<file path="src/rtl/uart_msg_pkg.sv">
// Shared constants and state encodings for the
// HC-05 UART receive path and command decoder.
package uart_msg_pkg;

  localparam logic [7:0] CH_HASH = 8'h23;
  localparam logic [7:0] CH_DASH = 8'h2D;
  localparam logic [7:0] CH_I    = 8'h49;
  localparam logic [7:0] CH_F    = 8'h46;
  localparam logic [7:0] CH_M    = 8'h4D;
  localparam logic [7:0] CH_E    = 8'h45;
  localparam logic [7:0] CH_C    = 8'h43;
  localparam logic [7:0] CH_R    = 8'h52;
  localparam logic [7:0] CH_U    = 8'h55;
  localparam logic [7:0] CH_P    = 8'h50;
  localparam logic [7:0] CH_B    = 8'h42;
  localparam logic [7:0] CH_S    = 8'h53;
  localparam logic [7:0] CH_1    = 8'h31;
  localparam logic [7:0] CH_CR   = 8'h0D;
  localparam logic [7:0] CH_LF   = 8'h0A;

  localparam logic [1:0] UNIT_EU   = 2'd0;
  localparam logic [1:0] UNIT_CU   = 2'd1;
  localparam logic [1:0] UNIT_RU   = 2'd2;
  localparam logic [1:0] UNIT_NONE = 2'd3;

  typedef enum logic [1:0] {
    RX_IDLE,
    RX_START,
    RX_DATA,
    RX_STOP
  } rx_state_e;

  typedef enum logic {
    M_IDLE,
    M_COLLECT
  } msg_state_e;

endpackage

</file>
<file path="src/rtl/uart_rx_core.sv">
// 8N1 UART receiver with 2-FF input synchroniser,
// start-bit glitch rejection and framing error strobe.
module uart_rx_core
  import uart_msg_pkg::*;
#(
  parameter int CLKS_PER_BIT = 434
) (
  input  logic       clk,
  input  logic       rst_n,
  input  logic       rx,
  output logic [7:0] byte_data,
  output logic       byte_valid,
  output logic       frame_err
);

  localparam int CW = $clog2(CLKS_PER_BIT);
  localparam logic [CW-1:0] HALF_M1 = CW'(CLKS_PER_BIT / 2 - 1);
  localparam logic [CW-1:0] FULL_M1 = CW'(CLKS_PER_BIT - 1);

  rx_state_e     state_q, state_d;
  logic [CW-1:0] cnt_q, cnt_d;
  logic [2:0]    bit_q, bit_d;
  logic [7:0]    shift_q, shift_d;
  logic [7:0]    data_q, data_d;
  logic          hold_q, hold_d;
  logic          valid_q, valid_d;
  logic          ferr_q, ferr_d;
  logic          sync1_q, rxs_q;
  logic          tick_half, tick_full;

  assign tick_half = (cnt_q == HALF_M1);
  assign tick_full = (cnt_q == FULL_M1);

  always_ff @(posedge clk or negedge rst_n) begin
    if (!rst_n) begin
      sync1_q <= 1'b1;
      rxs_q   <= 1'b1;
      state_q <= RX_IDLE;
      cnt_q   <= '0;
      bit_q   <= '0;
      shift_q <= '0;
      data_q  <= '0;
      hold_q  <= 1'b0;
      valid_q <= 1'b0;
      ferr_q  <= 1'b0;
    end else begin
      sync1_q <= rx;
      rxs_q   <= sync1_q;
      state_q <= state_d;
      cnt_q   <= cnt_d;
      bit_q   <= bit_d;
      shift_q <= shift_d;
      data_q  <= data_d;
      hold_q  <= hold_d;
      valid_q <= valid_d;
      ferr_q  <= ferr_d;
    end
  end

  always_comb begin
    state_d = state_q;
    unique case (state_q)
      RX_IDLE:  if (!rxs_q) state_d = RX_START;
      RX_START: if (tick_half) state_d = rxs_q ? RX_IDLE : RX_DATA;
      RX_DATA:  if (tick_full && bit_q == 3'd7) state_d = RX_STOP;
      RX_STOP: begin
        if (hold_q) begin
          if (rxs_q) state_d = RX_IDLE;
        end else if (tick_full && rxs_q) begin
          state_d = RX_IDLE;
        end
      end
      default:  state_d = RX_IDLE;
    endcase
  end

  always_comb begin
    cnt_d   = cnt_q + 1'b1;
    bit_d   = bit_q;
    shift_d = shift_q;
    data_d  = data_q;
    hold_d  = hold_q;
    valid_d = 1'b0;
    ferr_d  = 1'b0;
    unique case (state_q)
      RX_IDLE: begin
        cnt_d = '0;
        bit_d = '0;
      end
      RX_START: if (tick_half) cnt_d = '0;
      RX_DATA: begin
        if (tick_full) begin
          cnt_d   = '0;
          shift_d = {rxs_q, shift_q[7:1]};
          bit_d   = bit_q + 3'd1;
        end
      end
      RX_STOP: begin
        // after a bad stop bit, idle until the line recovers
        if (hold_q) begin
          cnt_d = '0;
          if (rxs_q) hold_d = 1'b0;
        end else if (tick_full) begin
          cnt_d = '0;
          if (rxs_q) begin
            data_d  = shift_q;
            valid_d = 1'b1;
          end else begin
            ferr_d = 1'b1;
            hold_d = 1'b1;
          end
        end
      end
      default: cnt_d = '0;
    endcase
  end

  assign byte_data  = data_q;
  assign byte_valid = valid_q;
  assign frame_err  = ferr_q;

endmodule

</file>
<file path="src/rtl/uart_msg_decoder.sv">
// HC-05 receive path: UART receiver, framed message
// assembler and positional IFM/PBM command matcher.
module uart_msg_decoder
  import uart_msg_pkg::*;
#(
  parameter int CLKS_PER_BIT = 434,
  parameter int MAX_MSG_LEN  = 12,
  parameter int NUM_SU       = 4,
  parameter int PULSE_CYCLES = 16,
  parameter int SU_W         = 3
) (
  input  logic            clk,
  input  logic            rst_n,
  input  logic            rx,
  output logic [7:0]      byte_data,
  output logic            byte_valid,
  output logic            frame_err,
  output logic            msg_err,
  output logic            unit_msg,
  output logic [1:0]      unit_pulse,
  output logic [SU_W-1:0] su,
  output logic            pbm_complete,
  output logic [2:0]      msg_count
);

  localparam int LW = $clog2(MAX_MSG_LEN + 1);
  localparam int PW = $clog2(PULSE_CYCLES + 1);

  logic [7:0] rx_byte;
  logic       rx_valid, rx_ferr;

  uart_rx_core #(.CLKS_PER_BIT(CLKS_PER_BIT)) u_rx (
    .clk       (clk),
    .rst_n     (rst_n),
    .rx        (rx),
    .byte_data (rx_byte),
    .byte_valid(rx_valid),
    .frame_err (rx_ferr)
  );

  msg_state_e      mst_q, mst_d;
  logic [7:0]      mbuf_q [MAX_MSG_LEN];
  logic [7:0]      mbuf_d [MAX_MSG_LEN];
  logic [LW-1:0]   len_q, len_d;
  logic [PW-1:0]   pcnt_q, pcnt_d;
  logic            err_q, err_d;
  logic            umsg_q, umsg_d;
  logic [1:0]      unit_q, unit_d;
  logic [SU_W-1:0] su_q, su_d;
  logic            pbm_q, pbm_d;
  logic [2:0]      cnt_q, cnt_d;

  logic            is_start, is_hash, full;
  logic            ifm_hit, pbm_hit, dig_ok;
  logic [1:0]      code;
  logic [7:0]      dig;
  logic [SU_W-1:0] idx;

  assign is_start = (rx_byte == CH_I) || (rx_byte == CH_P);
  assign is_hash  = (rx_byte == CH_HASH);
  assign full     = (len_q == LW'(MAX_MSG_LEN));

  always_comb begin
    unique case (1'b1)
      (mbuf_q[4] == CH_E): code = UNIT_EU;
      (mbuf_q[4] == CH_C): code = UNIT_CU;
      (mbuf_q[4] == CH_R): code = UNIT_RU;
      default:             code = UNIT_NONE;
    endcase
  end

  // buffer excludes the terminating '#', which is the byte in flight
  assign ifm_hit = (len_q == LW'(7)) && (code != UNIT_NONE)
                && (mbuf_q[0] == CH_I) && (mbuf_q[1] == CH_F)
                && (mbuf_q[2] == CH_M) && (mbuf_q[3] == CH_DASH)
                && (mbuf_q[5] == CH_U) && (mbuf_q[6] == CH_DASH);

  assign dig    = mbuf_q[8];
  assign dig_ok = (dig >= CH_1) && (dig < CH_1 + 8'(NUM_SU));
  assign idx    = SU_W'(dig - CH_1);

  assign pbm_hit = (len_q == LW'(10)) && dig_ok
                && (mbuf_q[0] == CH_P) && (mbuf_q[1] == CH_B)
                && (mbuf_q[2] == CH_M) && (mbuf_q[3] == CH_DASH)
                && (mbuf_q[4] == CH_S) && (mbuf_q[5] == CH_U)
                && (mbuf_q[6] == CH_DASH) && (mbuf_q[7] == CH_B)
                && (mbuf_q[9] == CH_DASH);

  always_ff @(posedge clk or negedge rst_n) begin
    if (!rst_n) begin
      mst_q  <= M_IDLE;
      for (int i = 0; i < MAX_MSG_LEN; i++) mbuf_q[i] <= '0;
      len_q  <= '0;
      pcnt_q <= '0;
      err_q  <= 1'b0;
      umsg_q <= 1'b0;
      unit_q <= UNIT_NONE;
      su_q   <= SU_W'(NUM_SU);
      pbm_q  <= 1'b0;
      cnt_q  <= '0;
    end else begin
      mst_q  <= mst_d;
      mbuf_q <= mbuf_d;
      len_q  <= len_d;
      pcnt_q <= pcnt_d;
      err_q  <= err_d;
      umsg_q <= umsg_d;
      unit_q <= unit_d;
      su_q   <= su_d;
      pbm_q  <= pbm_d;
      cnt_q  <= cnt_d;
    end
  end

  always_comb begin
    mst_d = mst_q;
    unique case (mst_q)
      M_IDLE:    if (rx_valid && is_start) mst_d = M_COLLECT;
      M_COLLECT: if (rx_ferr || (rx_valid && (is_hash || full))) mst_d = M_IDLE;
      default:   mst_d = M_IDLE;
    endcase
  end

  always_comb begin
    mbuf_d = mbuf_q;
    len_d  = len_q;
    pcnt_d = pcnt_q;
    err_d  = 1'b0;
    umsg_d = umsg_q;
    unit_d = unit_q;
    su_d   = su_q;
    pbm_d  = pbm_q;
    cnt_d  = cnt_q;
    if (umsg_q) begin
      if (pcnt_q == '0) umsg_d = 1'b0;
      else pcnt_d = pcnt_q - 1'b1;
    end
    unique case (mst_q)
      M_IDLE: begin
        if (rx_valid && is_start) begin
          mbuf_d[0] = rx_byte;
          len_d     = LW'(1);
        end
      end
      M_COLLECT: begin
        if (rx_ferr) begin
          err_d = 1'b1;
          len_d = '0;
        end else if (rx_valid) begin
          if (is_hash) begin
            len_d = '0;
            if (ifm_hit) begin
              unit_d = code;
              pbm_d  = 1'b0;
              cnt_d  = cnt_q + 3'd1;
              umsg_d = 1'b1;
              pcnt_d = PW'(PULSE_CYCLES - 1);
            end else if (pbm_hit) begin
              su_d   = idx;
              pbm_d  = 1'b1;
              umsg_d = 1'b0;
              pcnt_d = '0;
            end else begin
              err_d = 1'b1;
            end
          end else if (full) begin
            err_d = 1'b1;
            len_d = '0;
          end else begin
            for (int i = 0; i < MAX_MSG_LEN; i++)
              if (len_q == LW'(i)) mbuf_d[i] = rx_byte;
            len_d = len_q + 1'b1;
          end
        end
      end
      default: len_d = '0;
    endcase
  end

  assign byte_data    = rx_byte;
  assign byte_valid   = rx_valid;
  assign frame_err    = rx_ferr;
  assign msg_err      = err_q;
  assign unit_msg     = umsg_q;
  assign unit_pulse   = unit_q;
  assign su           = su_q;
  assign pbm_complete = pbm_q;
  assign msg_count    = cnt_q;

endmodule

</file>
<file path="config.mk">
export PLATFORM = sky130hd
export DESIGN_NAME = uart_msg_decoder
export DESIGN_NICKNAME = d
export VERILOG_FILES = /design/src/rtl/uart_msg_pkg.sv /design/src/rtl/uart_rx_core.sv /design/src/rtl/uart_msg_decoder.sv
export SDC_FILE = /design/constraint.sdc
export NUM_CORES = 1
export LEC_CHECK = 0
export BUFFER_PORTS_ARGS = -buffer_cell sky130_fd_sc_hd__buf_2
export CORE_MARGIN = 8
export CORE_UTILIZATION = 55
export CTS_CLUSTER_SIZE = 24
export DETAILED_ROUTE_END_ITERATION = 6
export MAX_ROUTING_LAYER = met4
export PLACE_DENSITY = 0.75
export RECOVER_POWER = 50
export SYNTH_ARGS = -nofsm -noshare
export SYNTH_HDL_FRONTEND = slang
export SYNTH_SLANG_ARGS = --single-unit
export TNS_END_PERCENT = 50
</file>
<file path="constraint.sdc">
create_clock -name clk -period 2 [get_ports clk]
set_input_delay 0.3 -clock clk [delete_from_list [all_inputs] [get_ports clk]]
set_output_delay 0.3 -clock clk [all_outputs]
set_load 0.01 [all_outputs]
</file>
Yosys cells after proc, flatten, opt, wreduce, memory -nomap -nowiden. Cells that the tools add are included.

Register bits after elaboration: 152. Bits in latches: 0. Memory bits (writable): 0. ROM bits: 0. Input bits: 3. Output and inout bits: 21. Logic and storage cells: 220. Memories: 0.

Add/subtract/negate cells: 6. Multiply operators: 0. Divide/modulo/power cells: 0. Order comparisons: 2. Equality and inequality tests: 49. Shifts and indexed selects: 0. Multiplexer cells: 76. Bitwise logic cells: 6. Reductions and logical operators: 50.

Operators with widths (count): $mux W96 (4); $eq A8 B7 Y1 const B (13); $mux W8 (13); $reduce_and A6 Y1 (13); $mux W5 (8); $pmux W9 S4 (1); $eq A8 B6 Y1 const B (4); $mux W1 (28); $mux W9 (3); $logic_and A1 B1 Y1 (22); $eq A4 B4 Y1 const B (5); $mux W4 (5); $eq A4 B3 Y1 const B (4); $pmux W8 S2 (1); $reduce_and A5 Y1 (3); $mux W2 (7); $ne A2 B2 Y1 const B (6); $ne A2 B1 Y1 const B (5); $add A9 B1 Y9 const B (1); $eq A9 B8 Y1 const B (1); $eq A9 B9 Y1 const B (1); $eq A4 B2 Y1 const B (2); $ge A8 B6 Y1 const B (1); $lt A8 B6 Y1 const B (1); 24 further kinds (37).

Depth between registers and ports, before layout. Gate-level depths: netlist (run 1).

Depth after elaboration: 18. Depth in mapped cells: 8. Depth with buffers taken out: 7.

Cells and area by module. A second synthesis (run 1) with hierarchy kept.

Cell total of the unflattened synthesis: 471. Area, all modules: 6173.4 µm².

By module, submodules not included: uart_msg_decoder (times used 1, cells each 343, area an instance 4619.4 µm², seq. area each 2531.2 µm²); uart_rx_core (times used 1, cells each 128, area an instance 1554.0 µm², seq. area each 878.3 µm²).

Worst setup path after synthesis (run 1). OpenSTA, ideal clock, no wires.

Path kind: register to register. From: register len_q[0]. To: register su_q[0], in the netlist su[0]. Library setup time: 0.128 ns. Arrival time: 1.946 ns. Data required time: 1.872 ns. Slack: -0.073 ns. Cell stages (with the launch flop): 9. Path buffers: 1. Cells stage by stage: dfrtp_1 > inv_1 > ha_1 > nor4bb_1 > nand4_1 > nor4_2 > and2_1 > buf_2 > mux2_1.

Cells in the longest elaborated chain, start to end: 12. Elaborated cells on any way between the ends: 21. Those cells by class: eq/ne (2); bitwise (1); reduce/logical (18).

Ends and longest elaborated chain: start: declaration (RTL line uart_msg_decoder.sv:44) `logic [LW-1:0] len_q, len_d;`; start signal: assignment (RTL line uart_msg_decoder.sv:104) `len_q <= len_d;`; $eq A4 B4 Y1 (RTL line uart_msg_decoder.sv:82) `assign pbm_hit = (len_q == LW'(10)) && dig_ok`; $logic_and A1 B1 Y1 (RTL line uart_msg_decoder.sv:82); $logic_and A1 B1 Y1 (2 in a row) (RTL line uart_msg_decoder.sv:83) `&& (mbuf_q[0] == CH_P) && (mbuf_q[1] == CH_B)`; $logic_and A1 B1 Y1 (2 in a row) (RTL line uart_msg_decoder.sv:84) `&& (mbuf_q[2] == CH_M) && (mbuf_q[3] == CH_DASH)`; $logic_and A1 B1 Y1 (2 in a row) (RTL line uart_msg_decoder.sv:85) `&& (mbuf_q[4] == CH_S) && (mbuf_q[5] == CH_U)`; $logic_and A1 B1 Y1 (2 in a row) (RTL line uart_msg_decoder.sv:86) `&& (mbuf_q[6] == CH_DASH) && (mbuf_q[7] == CH_B)`; $logic_and A1 B1 Y1 (RTL line uart_msg_decoder.sv:87) `&& (mbuf_q[9] == CH_DASH);`; $reduce_and A6 Y1 (no line) (*); end signal: assignment (RTL line uart_msg_decoder.sv:98) `su_q <= SU_W'(NUM_SU);`; end signal: assignment (RTL line uart_msg_decoder.sv:109) `su_q <= su_d;`; end: declaration (RTL line uart_msg_decoder.sv:49) `logic [SU_W-1:0] su_q, su_d;`.

Mark *: on every way between the ends. The rest lies on a longest branch, timed or not. A chain may end at the register's enable or synchronous reset.

Worst setup path after layout (run 1).
From: register u_rx.data_q[3], in the netlist u_rx.byte_data[3]. To: register mbuf_q[80] (netlist name).

Cells in the longest elaborated chain, start to end: 3.

Ends and longest elaborated chain: start: declaration (RTL line uart_rx_core.sv:24) `logic [7:0] data_q, data_d;`; start signal: assignment (RTL line uart_rx_core.sv:53) `data_q <= data_d;`; $eq A8 B6 Y1 (RTL line uart_msg_decoder.sv:60) `assign is_hash = (rx_byte == CH_HASH);`; $not A1 Y1 (no line); $reduce_and A6 Y1 (no line); end signal: assignment (RTL line uart_msg_decoder.sv:103) `mbuf_q <= mbuf_d;`; end: declaration (RTL line uart_msg_decoder.sv:42) `logic [7:0] mbuf_q [MAX_MSG_LEN];`.

Every way passes these cells.

==> impl_metrics.prom, run 1 <==
# TYPE chip_impl_metric gauge
chip_impl_metric{name="report.final.setup_viol",unit=""} 20
chip_impl_metric{name="number_of_vias_per_cell",unit=""} 5.722
chip_impl_metric{name="hold-worst-slack",unit="ps"} 357.1
chip_impl_info{name="status",value="complete, but fails checks"} 1
chip_impl_metric{name="number_of_buffers_and_inverters_on_the_critical_path",unit=""} 1
chip_impl_metric{name="report.power.total",unit="uW"} 5678
chip_impl_metric{name="path_max_fanout",unit=""} 8
chip_impl_metric{name="pin_count_of_the_biggest_net_entering_global_routing",unit=""} 47
chip_impl_metric{name="pwr_density_cell",unit="nW/um^2"} 742.9
chip_impl_metric{name="clock_tree.htree_level_count",unit=""} 4
chip_impl_metric{name="synth_enable_flop_cells",unit=""} 0
chip_impl_metric{name="area_delta_synth_final",unit="%"} 25.40
chip_impl_info{name="synth_top_flop_cell",value="sky130_fd_sc_hd__dfrtp_1"} 1
chip_impl_metric{name="clk_path_buf_depth",unit=""} 2
chip_impl_metric{name="num-nets-final",unit=""} 572
chip_impl_metric{name="antenna_violations_before_repair",unit=""} 0
chip_impl_metric{name="synth.net_count",unit=""} 479
chip_impl_metric{name="dp_slack",unit="ps"} -171.6
chip_impl_metric{name="num_rows",unit=""} 38
chip_impl_metric{name="grt_pass1_wl",unit="um"} 22070
chip_impl_metric{name="place.gp.congestion",unit=""} 0.9526
chip_impl_metric{name="synthCells",unit=""} 463
chip_impl_info{name="clock_tree_from_tritoncts",value="done"} 1
chip_impl_metric{name="setup_slack",unit="ps"} -74.66
chip_impl_metric{name="hpwlAfterDp",unit="um"} 8930
chip_impl_info{name="yosys-top-cells-area",value="sky130_fd_sc_hd__dfrtp_1, sky130_fd_sc_hd__mux2_2, sky130_fd_sc_hd__ha_1"} 1
chip_impl_metric{name="postSynth.asyncResetShare",unit="%"} 100.0
chip_impl_metric{name="netlist.area_leader.share",unit="%"} 53.79
chip_impl_metric{name="slew_violations",unit=""} 0
chip_impl_info{name="cell_by_cell_listing_of_the_critical_path",value="and4bb_2, and2_4, or3_4, nor3b_4, buf_12, mux2_2"} 1
chip_impl_metric{name="syn-mean-instance-area",unit="um^2"} 13.16
chip_impl_metric{name="antenna_violating_nets_left",unit=""} 0
chip_impl_metric{name="tightestPinTransition",unit="ps"} 1154
chip_impl_metric{name="critical_path_arrival",unit="ps"} 2490
chip_impl_metric{name="fillCellCount",unit=""} 734
chip_impl_info{name="start_kind",value="flop"} 1
chip_impl_metric{name="timing.max_cap.violations",unit=""} 0
chip_impl_metric{name="path_clk_slew",unit="ps"} 60
chip_impl_metric{name="floorplan.die_area",unit="um^2"} 14710
chip_impl_metric{name="clock-sinks",unit=""} 136
chip_impl_metric{name="detailedRoute.firstPassIterationCount",unit=""} 4
chip_impl_metric{name="post_drt_wl_per_cell",unit="um"} 19.37
chip_impl_metric{name="crit_path_max_incr_delay",unit="ps"} 400
chip_impl_metric{name="synth.cell_area",unit="um^2"} 6095
chip_impl_info{name="cts_root_buffer",value="sky130_fd_sc_hd__clkbuf_8"} 1
chip_impl_metric{name="initial_core_util",unit="%"} 56.22
chip_impl_metric{name="max-slew-margin-rel",unit="%"} 23.04
chip_impl_info{name="path_delay_family",value="simple AND/OR/NAND/NOR gates"} 1
chip_impl_metric{name="power_report.internal_total",unit="uW"} 4413
chip_impl_metric{name="grt_pass1_vias",unit=""} 4205
chip_impl_metric{name="core-area",unit="um^2"} 10840
chip_impl_metric{name="grt_overflow_total",unit=""} 0
chip_impl_info{name="crit_type",value="flop to flop"} 1
chip_impl_metric{name="clock_skew",unit="ps"} 10.42
chip_impl_metric{name="clock_power_share",unit="%"} 50.4
chip_impl_metric{name="synth_seq_area_share",unit="%"} 55.94
chip_impl_metric{name="die_height",unit="um"} 121.3
chip_impl_metric{name="timing.final.crit_period",unit="ps"} 2075
chip_impl_metric{name="layout_worst_path_cycle_share",unit="%"} 103.7
chip_impl_metric{name="timing.final.hold_violations",unit=""} 0
chip_impl_metric{name="post_synth_num_cell_types",unit=""} 64
chip_impl_metric{name="numCtsBuffers",unit=""} 17
chip_impl_metric{name="comb_power_share",unit="%"} 1.1
chip_impl_info{name="synth_largest_area_cell",value="sky130_fd_sc_hd__dfrtp_1"} 1
chip_impl_info{name="grt_setup_unrepaired",value="yes"} 1
chip_impl_metric{name="final_tns_setup",unit="ps"} -766.9
chip_impl_metric{name="sequentialPowerShare",unit="%"} 48.6
chip_impl_metric{name="routed-via-count",unit=""} 4057
chip_impl_metric{name="fp.dieW",unit="um"} 121.3
chip_impl_metric{name="drc_errors",unit=""} 0
chip_impl_metric{name="switching_share",unit="%"} 22.27
chip_impl_metric{name="first_iter_violations",unit=""} 342
chip_impl_info{name="violations_in_the_final_reports",value="negative setup slack"} 1
chip_impl_metric{name="portBuffers",unit=""} 23
chip_impl_info{name="end_kind",value="flop"} 1
chip_impl_metric{name="static-leakage-power",unit="uW"} 0.003697
chip_impl_metric{name="global_route_usage_over_all_layers",unit="%"} 20.26
chip_impl_metric{name="critPathRequiredTime",unit="ps"} 2420
chip_impl_metric{name="num_io_pins",unit=""} 24
chip_impl_metric{name="post_route_cells_drive_above_1_share",unit="%"} 43.94
chip_impl_metric{name="worst_ir_drop_vdd",unit="mV"} 0.6589
chip_impl_metric{name="net-switching-power",unit="uW"} 1264
chip_impl_metric{name="clk_lat_worst_skew",unit="ps"} 540
chip_impl_metric{name="ys_seq_elements",unit=""} 136
chip_impl_info{name="critical_path_top_delay_cell",value="sky130_fd_sc_hd__or3_4"} 1
chip_impl_metric{name="antennaDiodeCount",unit=""} 0
chip_impl_metric{name="route.final.wire_length",unit="um"} 13730
chip_impl_metric{name="ys.warnings.count",unit=""} 0
chip_impl_info{name="worst_hold_path_type",value="flop to flop"} 1
chip_impl_metric{name="clock.fmax",unit="MHz"} 482.0
==> logic make-up (layout without fill, tap and decap cells) <==
family / Yosys count / in the layout / share of synthesized area, %
flip-flops: 136 / 136 / 55.94
AND/OR/NAND/NOR: 120 / 120 / 13.34
multiplexers: 98 / 98 / 18.02
AO/OA/AOI/OAI: 55 / 55 / 6.529
buffers and inverters: 31 / 137 / 2.053
adder cells (fa/ha/maj): 13 / 13 / 2.669
XOR/XNOR: 10 / 10 / 1.437
==> power by group through the flow <==
stage	Sequential, uW	Combinational [uW]	Clock (uW)
global route	2760	74.1	3040
detailed placement	2810	68.7	0
CTS	2760	71.8	2910
finish	2760	60.2	2860
global placement	2810	67.6	0
floorplan	2810	0.103	0
==> synthesized netlist by cell type, types with 6 or more instances <==
library cell and instances:
sky130_fd_sc_hd__nor2_1 18, sky130_fd_sc_hd__nand3_1 12, sky130_fd_sc_hd__ha_1 13, sky130_fd_sc_hd__a22o_1 6
sky130_fd_sc_hd__xnor2_1 7, sky130_fd_sc_hd__inv_1 14, sky130_fd_sc_hd__mux2_2 89, sky130_fd_sc_hd__clkbuf_1 10
sky130_fd_sc_hd__dfrtp_1 131, sky130_fd_sc_hd__a21oi_1 12, sky130_fd_sc_hd__nor4bb_1 10, sky130_fd_sc_hd__o21ai_0 12
sky130_fd_sc_hd__nor2b_1 7, sky130_fd_sc_hd__nand4_1 8, sky130_fd_sc_hd__buf_2 7, sky130_fd_sc_hd__nand2_1 14
==> through the flow <==
| step | util [%] | instances | area [um^2] |
|---|---|---|---|
| after floorplan | - | 463 | 6113 |
| after global placement | 63.08 | 664 | 6838 |
| after detailed placement | 63.08 | 664 | 6838 |
| after CTS | 69.11 | 702 | 7492 |
| after global routing | 70.50 | 709 | 7642 |
| final | 70.50 | 709 | 7642 |
==> cell type report <==
cell class,instances,area [um^2],share of cell area [%]
Sequential cell,136,3411,44.63
Multi-Input combinational cell,296,2745,35.92
Timing Repair Buffer,91,711.9,9.316
Clock buffer,18,417.9,5.468
Tap cell,140,175.2,2.292
Clock inverter,14,128.9,1.686
Inverter,14,52.55,0.6876
==> cell usage in the layout, fill, tap and decap left out, types with 6 or more instances in the layout <==
cell                         netlist  layout
sky130_fd_sc_hd__nand4_1           8       8
sky130_fd_sc_hd__dfrtp_1         131     130
sky130_fd_sc_hd__mux2_4            0      12
sky130_fd_sc_hd__xnor2_1           7       7
sky130_fd_sc_hd__nand3_1          12      12
sky130_fd_sc_hd__mux2_2           89      78
sky130_fd_sc_hd__buf_2             7      22
sky130_fd_sc_hd__nor2b_1           7       7
sky130_fd_sc_hd__a21oi_1          12      12
sky130_fd_sc_hd__buf_4             0      57
sky130_fd_sc_hd__clkbuf_16         0      16
sky130_fd_sc_hd__nand2_1          14      13
sky130_fd_sc_hd__ha_1             13      12
sky130_fd_sc_hd__a22o_1            6       6
sky130_fd_sc_hd__clkinvlp_4        0       6
sky130_fd_sc_hd__o21ai_0          12      12
sky130_fd_sc_hd__buf_12            0       6
sky130_fd_sc_hd__inv_1            14      12
sky130_fd_sc_hd__nor2_1           18      18
==> metal layers <==
metal  GRT usage [%]  vias to the layer above  share of wire [%]  wire (um)
met5               -                        -                  0          0
met4           8.019                        0                1.1        147
met3           5.770                       12                4.1        569
met2           31.43                       79                 49       6797
met1           24.64                     2086                 45       6218
li1                -                     1880                  -          -
==> registers in the layout (all words and copies together) (netlist names), 2 cells and up, named ones only <==
name	count
dig	8
len_q	4
mbuf_q	72
msg_count	3
pcnt_q	5
su	3
u_rx.bit_q	3
u_rx.byte_data	8
u_rx.cnt_q	9
u_rx.shift_q	8
unit_pulse	2
==> worst paths after layout <==
path,startpoint,cells past startpoint,to,slack (ps)
max in group asynchronous,rst_n,3,len_q[3],250
hold / removal,u_rx.sync1_q,0,u_rx.rxs_q,360
hold reg to reg,u_rx.sync1_q,0,u_rx.rxs_q,360
setup reg to reg,u_rx.byte_data[3],6,mbuf_q[80],-70
setup / recovery,u_rx.byte_data[3],6,mbuf_q[80],-70
min in group asynchronous,rst_n,2,pcnt_q[3],530
==> timing repair <==
action | CTS | global route
gates cloned | 0 | 0
setup buffers | 4 | 8
gates resized for setup | 11 | 27
pin swaps | 7 | 11
hold buffers | 2 | 0
endpoints found under the hold margin | 105 | 0
setup endpoints to repair | 58 | 72
Power figures use the tool's default switching activity.
==> inputs of run 2 (changes only) <==
--- a/config.mk
+++ b/config.mk
@@ -5,13 +5,14 @@
 export SDC_FILE = /design/constraint.sdc
 export NUM_CORES = 1
 export LEC_CHECK = 0
-export BUFFER_PORTS_ARGS = -buffer_cell sky130_fd_sc_hd__buf_2
+export ABC_AREA = 1
+export BUFFER_PORTS_ARGS = -buffer_cell sky130_fd_sc_hd__buf_4
 export CORE_MARGIN = 8
-export CORE_UTILIZATION = 55
+export CORE_UTILIZATION = 56
 export CTS_CLUSTER_SIZE = 24
 export DETAILED_ROUTE_END_ITERATION = 6
 export MAX_ROUTING_LAYER = met4
-export PLACE_DENSITY = 0.75
+export PLACE_DENSITY = 0.76
 export RECOVER_POWER = 50
 export SYNTH_ARGS = -nofsm -noshare
 export SYNTH_HDL_FRONTEND = slang
==> run 2 against run 1 <==
  * The run now ends clean
  * Critical path depth rose by 7
  * Combinational power rose by 10%
  * Maximum frequency rose by 11%
  * Sequential share of layout area rose by 0.62 points
  * Setup slack improved by 210 ps
  * Clock power rose by 16%
  * Die area rose by 2.4%
==> impl_metrics.prom, run 2 <==
# TYPE chip_impl_metric gauge
chip_impl_info{name="status",value="complete, no violations"} 1
chip_impl_info{name="max_flop_register",value="mbuf_q"} 1
chip_impl_metric{name="global_route_usage_over_all_layers",unit="%"} 20.78
chip_impl_metric{name="synth-xor-area-share",unit="%"} 1.236
chip_impl_metric{name="hpwlAfterDp",unit="um"} 9843
chip_impl_metric{name="die_height",unit="um"} 122.7
chip_impl_info{name="layout_top_registers",value="mbuf_q (72), u_rx.cnt_q (9)"} 1
chip_impl_metric{name="route.final.wire_length",unit="um"} 14200
chip_impl_metric{name="path_clk_slew",unit="ps"} 60
chip_impl_metric{name="antenna_violating_nets_left",unit=""} 0
chip_impl_metric{name="pin_count_of_the_biggest_net_entering_global_routing",unit=""} 62
chip_impl_metric{name="fp.dieW",unit="um"} 122.7
chip_impl_info{name="cell_types_with_the_highest_counts_after_synthesis",value="sky130_fd_sc_hd__nand2_1, sky130_fd_sc_hd__dfrtp_1, sky130_fd_sc_hd__inv_1, sky130_fd_sc_hd__nor2_1, sky130_fd_sc_hd__o21ai_1"} 1
chip_impl_info{name="crit_type",value="flop to flop"} 1
chip_impl_metric{name="post_cts_buffers",unit=""} 0
chip_impl_metric{name="timing.max_cap.violations",unit=""} 0
chip_impl_metric{name="clock_skew",unit="ps"} 9.112
chip_impl_metric{name="critical_path_arrival",unit="ps"} 2160
chip_impl_info{name="end_kind",value="flop"} 1
chip_impl_metric{name="syn-mean-instance-area",unit="um^2"} 8.188
chip_impl_metric{name="numPlacedInstances",unit=""} 955
chip_impl_metric{name="routed-via-count",unit=""} 5239
chip_impl_metric{name="clock_tree.htree_level_count",unit=""} 4
chip_impl_metric{name="synth_enable_flop_cells",unit=""} 0
chip_impl_metric{name="post_route_cells_drive_above_1_share",unit="%"} 12.75
chip_impl_metric{name="static-leakage-power",unit="uW"} 0.003514
chip_impl_metric{name="critPathRequiredTime",unit="ps"} 2300
chip_impl_metric{name="clk_lat_worst_skew",unit="ps"} 420
chip_impl_info{name="cts_root_buffer",value="sky130_fd_sc_hd__clkbuf_16"} 1
chip_impl_metric{name="report.final.setup_viol",unit=""} 0
chip_impl_metric{name="core-area",unit="um^2"} 11270
chip_impl_metric{name="hold-worst-slack",unit="ps"} 355.8
chip_impl_metric{name="num-nets-final",unit=""} 850
chip_impl_metric{name="layout_worst_path_cycle_share",unit="%"} 93.31
chip_impl_metric{name="power_report.internal_total",unit="uW"} 4981
chip_impl_info{name="synth_largest_area_cell",value="sky130_fd_sc_hd__dfrtp_1"} 1
chip_impl_metric{name="comb_power_share",unit="%"} 1.1
chip_impl_metric{name="post_drt_wl_per_cell",unit="um"} 14.34
chip_impl_metric{name="path_max_fanout",unit=""} 6
chip_impl_metric{name="timing.final.crit_period",unit="ps"} 1866
chip_impl_metric{name="timing.final.hold_violations",unit=""} 0
chip_impl_metric{name="clock-sinks",unit=""} 136
chip_impl_metric{name="clock_power_share",unit="%"} 54.1
chip_impl_metric{name="post_synth_num_cell_types",unit=""} 29
chip_impl_metric{name="synthCells",unit=""} 779
chip_impl_metric{name="synth_compound_area_share",unit="%"} 9.808
chip_impl_metric{name="number_of_vias_per_cell",unit=""} 5.292
chip_impl_metric{name="pwr_density_cell",unit="nW/um^2"} 816.3
chip_impl_metric{name="sequentialPowerShare",unit="%"} 44.9
chip_impl_info{name="grt_setup_unrepaired",value="yes"} 1
chip_impl_metric{name="initial_core_util",unit="%"} 56.59
chip_impl_info{name="most_used_cells_in_the_layout_excluding_fill_and_tap_cells",value="sky130_fd_sc_hd__nand2_1, sky130_fd_sc_hd__dfrtp_1, sky130_fd_sc_hd__inv_1"} 1
chip_impl_metric{name="drc_errors",unit=""} 0
chip_impl_info{name="combinational_family_with_the_most_area_after_synthesis",value="simple AND/OR/NAND/NOR gates"} 1
chip_impl_metric{name="antennaDiodeCount",unit=""} 0
chip_impl_metric{name="fillCellCount",unit=""} 902
chip_impl_metric{name="grt_pass1_vias",unit=""} 5093
chip_impl_metric{name="switching_share",unit="%"} 19.02
chip_impl_metric{name="place.gp.congestion",unit=""} 0.9229
chip_impl_metric{name="first_iter_violations",unit=""} 544
chip_impl_metric{name="synth.cell_area",unit="um^2"} 6379
chip_impl_metric{name="muxShareOfSynthArea",unit="%"} 0
chip_impl_info{name="synth.most_common_cell",value="sky130_fd_sc_hd__nand2_1"} 1
chip_impl_metric{name="net-switching-power",unit="uW"} 1170
chip_impl_metric{name="largest_register_ffs",unit=""} 72
chip_impl_metric{name="ys_seq_elements",unit=""} 136
chip_impl_metric{name="slew_violations",unit=""} 0
chip_impl_metric{name="numCtsBuffers",unit=""} 17
chip_impl_info{name="mostFrequentLayoutCell",value="sky130_fd_sc_hd__nand2_1"} 1
chip_impl_metric{name="num_io_pins",unit=""} 24
chip_impl_metric{name="clock.fmax",unit="MHz"} 535.9
chip_impl_metric{name="grt_pass1_wl",unit="um"} 23780
chip_impl_metric{name="synth_seq_area_share",unit="%"} 53.45
chip_impl_metric{name="ys.warnings.count",unit=""} 0
chip_impl_metric{name="max-slew-margin-rel",unit="%"} 8.287
chip_impl_metric{name="tightestPinTransition",unit="ps"} 1376
chip_impl_metric{name="synth.net_count",unit=""} 795
chip_impl_metric{name="floorplan.die_area",unit="um^2"} 15060
chip_impl_metric{name="netlist.area_leader.share",unit="%"} 51.39
chip_impl_metric{name="synth_simple_gate_area_share",unit="%"} 25.34
chip_impl_metric{name="yosys.area_share.adder",unit="%"} 2.550
chip_impl_info{name="yosys-top-cells-area",value="sky130_fd_sc_hd__dfrtp_1, sky130_fd_sc_hd__nand2_1, sky130_fd_sc_hd__o21ai_1"} 1
chip_impl_metric{name="antenna_violations_before_repair",unit=""} 0
chip_impl_info{name="worst_hold_path_type",value="flop to flop"} 1
chip_impl_metric{name="final_cell_count_no_fill",unit=""} 990
chip_impl_metric{name="postSynth.asyncResetShare",unit="%"} 100.0
chip_impl_info{name="start_kind",value="flop"} 1
chip_impl_info{name="synth_top_flop_cell",value="sky130_fd_sc_hd__dfrtp_1"} 1
chip_impl_metric{name="area_delta_synth_final",unit="%"} 18.12
chip_impl_info{name="clock_tree_from_tritoncts",value="done"} 1
chip_impl_metric{name="detailedRoute.firstPassIterationCount",unit=""} 4
chip_impl_metric{name="grt_overflow_total",unit=""} 0
chip_impl_metric{name="worst_ir_drop_vdd",unit="mV"} 0.6810
chip_impl_metric{name="portBuffers",unit=""} 23
chip_impl_metric{name="clk_path_buf_depth",unit=""} 2
chip_impl_metric{name="num_rows",unit=""} 39
run 2: changes by cell type after synthesis, moves of 12 or more:
cell,previous run,this run
sky130_fd_sc_hd__nor3_1,4,16
sky130_fd_sc_hd__o21ai_1,0,77
sky130_fd_sc_hd__nand2_1,14,209
sky130_fd_sc_hd__mux2_2,89,0
sky130_fd_sc_hd__inv_1,14,97
sky130_fd_sc_hd__o21ai_0,12,25
sky130_fd_sc_hd__nand3_1,12,38
sky130_fd_sc_hd__nor2_1,18,86
run 2: critical path, stage by stage, from the launching register on:
cell and delay [ps]:
sky130_fd_sc_hd__dfrtp_1 370, sky130_fd_sc_hd__inv_1 110, sky130_fd_sc_hd__ha_1 200, sky130_fd_sc_hd__inv_1 80
sky130_fd_sc_hd__nor2_1 80, sky130_fd_sc_hd__nand2_1 70, sky130_fd_sc_hd__nor2_1 100, sky130_fd_sc_hd__nand2_1 60
sky130_fd_sc_hd__nor2_1 110, sky130_fd_sc_hd__nand2_1 70, sky130_fd_sc_hd__nor2_2 170, sky130_fd_sc_hd__nand2_1 180
sky130_fd_sc_hd__nand2_1 110, sky130_fd_sc_hd__nand2_1 50
run 2: worst paths after layout:
| path | slack [ps] | cells after the start | start | to |
|---|---|---|---|---|
| hold / removal | 360 | 0 | u_rx.sync1_q | u_rx.rxs_q |
| max in group asynchronous | 260 | 3 | rst_n | su[2] |
| setup reg to reg | 130 | 13 | len_q[0] | pcnt_q[2] |
| hold reg to reg | 360 | 0 | u_rx.sync1_q | u_rx.rxs_q |
| min in group asynchronous | 750 | 2 | rst_n | mbuf_q[21] |
| setup / recovery | 130 | 13 | len_q[0] | pcnt_q[2] |
run 2: layer usage:
| layer | vias up | GRT usage (%) | part of all wire, % |
|---|---|---|---|
| met5 | - | - | 0 |
| met1 | 2477 | 25.26 | 44 |
| met2 | 139 | 32.55 | 48 |
| met4 | 0 | 8.682 | 2.8 |
| li1 | 2588 | - | - |
| met3 | 35 | 5.152 | 5.1 |
run 2: logic make-up after synthesis:
logic type | count (synthesis)
compound gates | 119
xor+xnor | 9
buf+inv | 125
flops | 136
simple gates | 377
fa+ha+maj | 13
run 2: power by group through the flow:
stage          combinational, uW  sequential, uW  clock (uW)
2_1_floorplan               1.47            2810           0
5_1_grt                     79.6            2760        3480
4_1_cts                     73.6            2760        3350
3_5_place_dp                70.2            2810           0
3_3_place_gp                68.2            2810           0
6_report                    66.4            2760        3330
run 2: timing repair:
item,in CTS,in global routing
hold endpoints to repair,60,0
hold buffers,2,0
gates resized for setup,0,6
setup endpoints to repair,0,28
run 2: through the flow:
stage	total power, uW	worst slack (ps)	setup TNS (ps)	util (%)	cell area [um^2]
2_1_floorplan	2809	280.4	0	-	6379
3_3_place_gp	2875	155.5	0	61.02	6878
3_5_place_dp	2877	74.12	0	61.02	6878
4_1_cts	6186	49.53	0	66.82	7532
5_1_grt	6322	-33.80	-157.2	66.84	7535
6_report	6151	133.9	0	66.84	7535
run 2: cell type report:
type	count	area, um^2	share of cell area, %
Sequential cell	136	3410	45.25
Inverter	109	409.1	5.430
Clock buffer	24	491.7	6.526
Timing Repair Buffer	51	390.4	5.181
Tap cell	143	178.9	2.375
Clock inverter	8	142.6	1.893
Multi-Input combinational cell	519	2512	33.34
==> inputs of run 3 (changes only) <==
--- a/config.mk
+++ b/config.mk
@@ -13,7 +13,6 @@
 export DETAILED_ROUTE_END_ITERATION = 6
 export MAX_ROUTING_LAYER = met4
 export PLACE_DENSITY = 0.76
-export RECOVER_POWER = 50
 export SYNTH_ARGS = -nofsm -noshare
 export SYNTH_HDL_FRONTEND = slang
 export SYNTH_SLANG_ARGS = --single-unit
==> run 3 against run 2 <==
  * Combinational power grew 4.1%
  * Clock skew is 0.89 ps lower
  * Total power is essentially flat
  * Maximum frequency is 0.29% higher
  * Largest cell class unchanged
  * Critical path type unchanged
  * Setup slack improved by 5.4 ps
  * First-iteration DRC count is 1.3% higher
  * Critical endpoint is now msg_count[1]
  * Utilization grew 0.23 points
  * Wire length hardly changed
  * Cell count is the same
  * Die area did not move
  * Worst hold slack hardly changed
  * Largest power group unchanged
==> impl_metrics.prom, run 3 (synthesis results as in run 2) <==
# TYPE chip_impl_metric gauge
chip_impl_info{name="status",value="complete, no violations"} 1
chip_impl_info{name="path_delay_family",value="simple AND/OR/NAND/NOR gates"} 1
chip_impl_metric{name="clk_lat_worst_skew",unit="ps"} 420
chip_impl_metric{name="floorplan.die_area",unit="um^2"} 15060
chip_impl_metric{name="static-leakage-power",unit="uW"} 0.003536
chip_impl_metric{name="worst_ir_drop_vdd",unit="mV"} 0.6816
chip_impl_metric{name="layout_worst_path_cycle_share",unit="%"} 93.04
chip_impl_metric{name="num_io_pins",unit=""} 24
chip_impl_metric{name="num_rows",unit=""} 39
chip_impl_metric{name="num-nets-final",unit=""} 850
chip_impl_metric{name="clk_path_buf_depth",unit=""} 2
chip_impl_metric{name="dp_slack",unit="ps"} 74.12
chip_impl_metric{name="timing.final.hold_violations",unit=""} 0
chip_impl_info{name="critical_path_top_delay_cell",value="sky130_fd_sc_hd__dfrtp_1"} 1
chip_impl_metric{name="portBuffers",unit=""} 23
chip_impl_metric{name="grt_pass1_vias",unit=""} 5093
chip_impl_metric{name="drc_errors",unit=""} 0
chip_impl_metric{name="grt_overflow_total",unit=""} 0
chip_impl_metric{name="timing.max_cap.violations",unit=""} 0
chip_impl_metric{name="number_of_vias_per_cell",unit=""} 5.305
chip_impl_info{name="highest_routed_layer",value="met4"} 1
chip_impl_metric{name="global_route_usage_over_all_layers",unit="%"} 20.78
chip_impl_metric{name="core-area",unit="um^2"} 11270
chip_impl_metric{name="post_drt_wl_per_cell",unit="um"} 14.35
chip_impl_metric{name="path_max_fanout",unit=""} 5
chip_impl_metric{name="report.final.setup_viol",unit=""} 0
chip_impl_info{name="clock_tree_from_tritoncts",value="done"} 1
chip_impl_metric{name="route.final.wire_length",unit="um"} 14210
chip_impl_info{name="end_kind",value="flop"} 1
chip_impl_metric{name="wirelength_met1",unit="um"} 6296
chip_impl_metric{name="clock-sinks",unit=""} 136
chip_impl_metric{name="path_clk_slew",unit="ps"} 60
chip_impl_metric{name="slew_violations",unit=""} 0
chip_impl_metric{name="critical_path_arrival",unit="ps"} 2170
chip_impl_metric{name="area_delta_synth_final",unit="%"} 18.54
chip_impl_metric{name="fp.dieW",unit="um"} 122.7
chip_impl_metric{name="tightestPinTransition",unit="ps"} 603.9
chip_impl_info{name="cell_by_cell_listing_of_the_critical_path",value="nor2_1, nand2_1, nor2_2, inv_2, nor2_1, inv_1, nor2_1, nand2_1, nand2_1, inv_1"} 1
chip_impl_info{name="cts_root_buffer",value="sky130_fd_sc_hd__clkbuf_16"} 1
chip_impl_metric{name="hold-worst-slack",unit="ps"} 355.9
chip_impl_metric{name="first_iter_violations",unit=""} 551
chip_impl_metric{name="max-slew-margin-rel",unit="%"} 59.74
chip_impl_info{name="most_used_cells_in_the_layout_excluding_fill_and_tap_cells",value="sky130_fd_sc_hd__nand2_1, sky130_fd_sc_hd__dfrtp_1, sky130_fd_sc_hd__inv_1"} 1
chip_impl_info{name="layout_top_registers",value="mbuf_q (72), u_rx.cnt_q (9)"} 1
chip_impl_metric{name="antennaDiodeCount",unit=""} 0
chip_impl_metric{name="clock_skew",unit="ps"} 8.222
chip_impl_metric{name="numPlacedInstances",unit=""} 955
chip_impl_metric{name="timing.final.crit_period",unit="ps"} 1861
chip_impl_metric{name="die_height",unit="um"} 122.7
chip_impl_metric{name="setup_slack",unit="ps"} 139.3
chip_impl_metric{name="initial_core_util",unit="%"} 56.59
chip_impl_metric{name="crit_path_max_incr_delay",unit="ps"} 380
chip_impl_info{name="max_flop_register",value="mbuf_q"} 1
chip_impl_info{name="worst_hold_path_type",value="flop to flop"} 1
chip_impl_metric{name="clock.fmax",unit="MHz"} 537.4
chip_impl_metric{name="final_cell_count_no_fill",unit=""} 990
chip_impl_metric{name="largest_register_ffs",unit=""} 72
chip_impl_metric{name="wl_met3",unit="um"} 760
chip_impl_metric{name="critPathRequiredTime",unit="ps"} 2310
chip_impl_metric{name="antenna_violations_before_repair",unit=""} 0
chip_impl_metric{name="pin_count_of_the_biggest_net_entering_global_routing",unit=""} 62
chip_impl_metric{name="post_route_cells_drive_above_1_share",unit="%"} 13.22
chip_impl_metric{name="dr_wl_met2",unit="um"} 6771
chip_impl_metric{name="pwr_density_cell",unit="nW/um^2"} 813.9
chip_impl_metric{name="clock_tree.htree_level_count",unit=""} 4
chip_impl_info{name="start_kind",value="flop"} 1
chip_impl_metric{name="numCtsBuffers",unit=""} 17
chip_impl_metric{name="detailedRoute.firstPassIterationCount",unit=""} 5
chip_impl_info{name="mostFrequentLayoutCell",value="sky130_fd_sc_hd__nand2_1"} 1
chip_impl_metric{name="number_of_buffers_and_inverters_on_the_critical_path",unit=""} 3
chip_impl_metric{name="place.gp.congestion",unit=""} 0.9229
chip_impl_metric{name="routed-via-count",unit=""} 5252
chip_impl_info{name="grt_setup_unrepaired",value="yes"} 1
chip_impl_metric{name="antenna_violating_nets_left",unit=""} 0
chip_impl_metric{name="grt_pass1_wl",unit="um"} 23780
chip_impl_metric{name="hpwlAfterDp",unit="um"} 9843
chip_impl_info{name="crit_type",value="flop to flop"} 1
-- run 3: through the flow --
step / utilization (%) / cell area, um^2 / power, uW / setup TNS [ps]
after floorplan: - / 6379 / 2809 / 0
after global placement: 61.02 / 6878 / 2875 / 0
after detailed placement: 61.02 / 6878 / 2877 / 0
after CTS: 66.82 / 7532 / 6186 / 0
after global routing: 67.08 / 7561 / 6325 / -156.0
final: 67.08 / 7561 / 6154 / 0
-- run 3: power by group --
group	internal, uW	total [uW]	switching, uW	leakage (uW)
logic	14.0	69.1	55.1	0.00136
registers	2760	2760	1.42	0.00187
clock network	2210	3330	1110	0.000310
-- run 3: path summary, 6_finish.rpt --
kind	start	to	slack (ps)	cells past startpoint
max	u_rx.byte_data[3]	msg_count[1]	140	10
max in group asynchronous	rst_n	su[2]	880	3
min reg2reg	u_rx.sync1_q	u_rx.rxs_q	360	0
min	u_rx.sync1_q	u_rx.rxs_q	360	0
max reg2reg	u_rx.byte_data[3]	msg_count[1]	140	10
min in group asynchronous	rst_n	mbuf_q[20]	430	2
-- run 3: final cells by class --
cell class | instances | area, um^2
fillers | 898 | 3711
flip-flops and latches | 136 | 3410
multi-input cells | 519 | 2512
clock buffers | 24 | 491.7
repair buffers | 51 | 416.7
inverters | 109 | 409.1
well taps | 143 | 178.9
clock inverters | 8 | 142.6
-- run 3: worst register-to-register path, delay by kind of cell (launching register included) --
kind,cells,cell delay (ps)
AND/OR/NAND/NOR,7,1120
flip-flops,1,380
buffers and inverters,3,250
-- run 3: layer usage --
layer / GRT usage [%] / vias up
met4: 8.682 / 0
met5: - / -
met1: 25.26 / 2466
met2: 32.55 / 159
met3: 5.152 / 34
li1: - / 2593
-- run 3: timing repair --
action                     4_1_cts  5_1_grt
hold endpoints to repair        60        0
setup endpoints to repair        0       28
resized for setup                0        6
hold buffers                     2        0
buffers inserted                 0        0
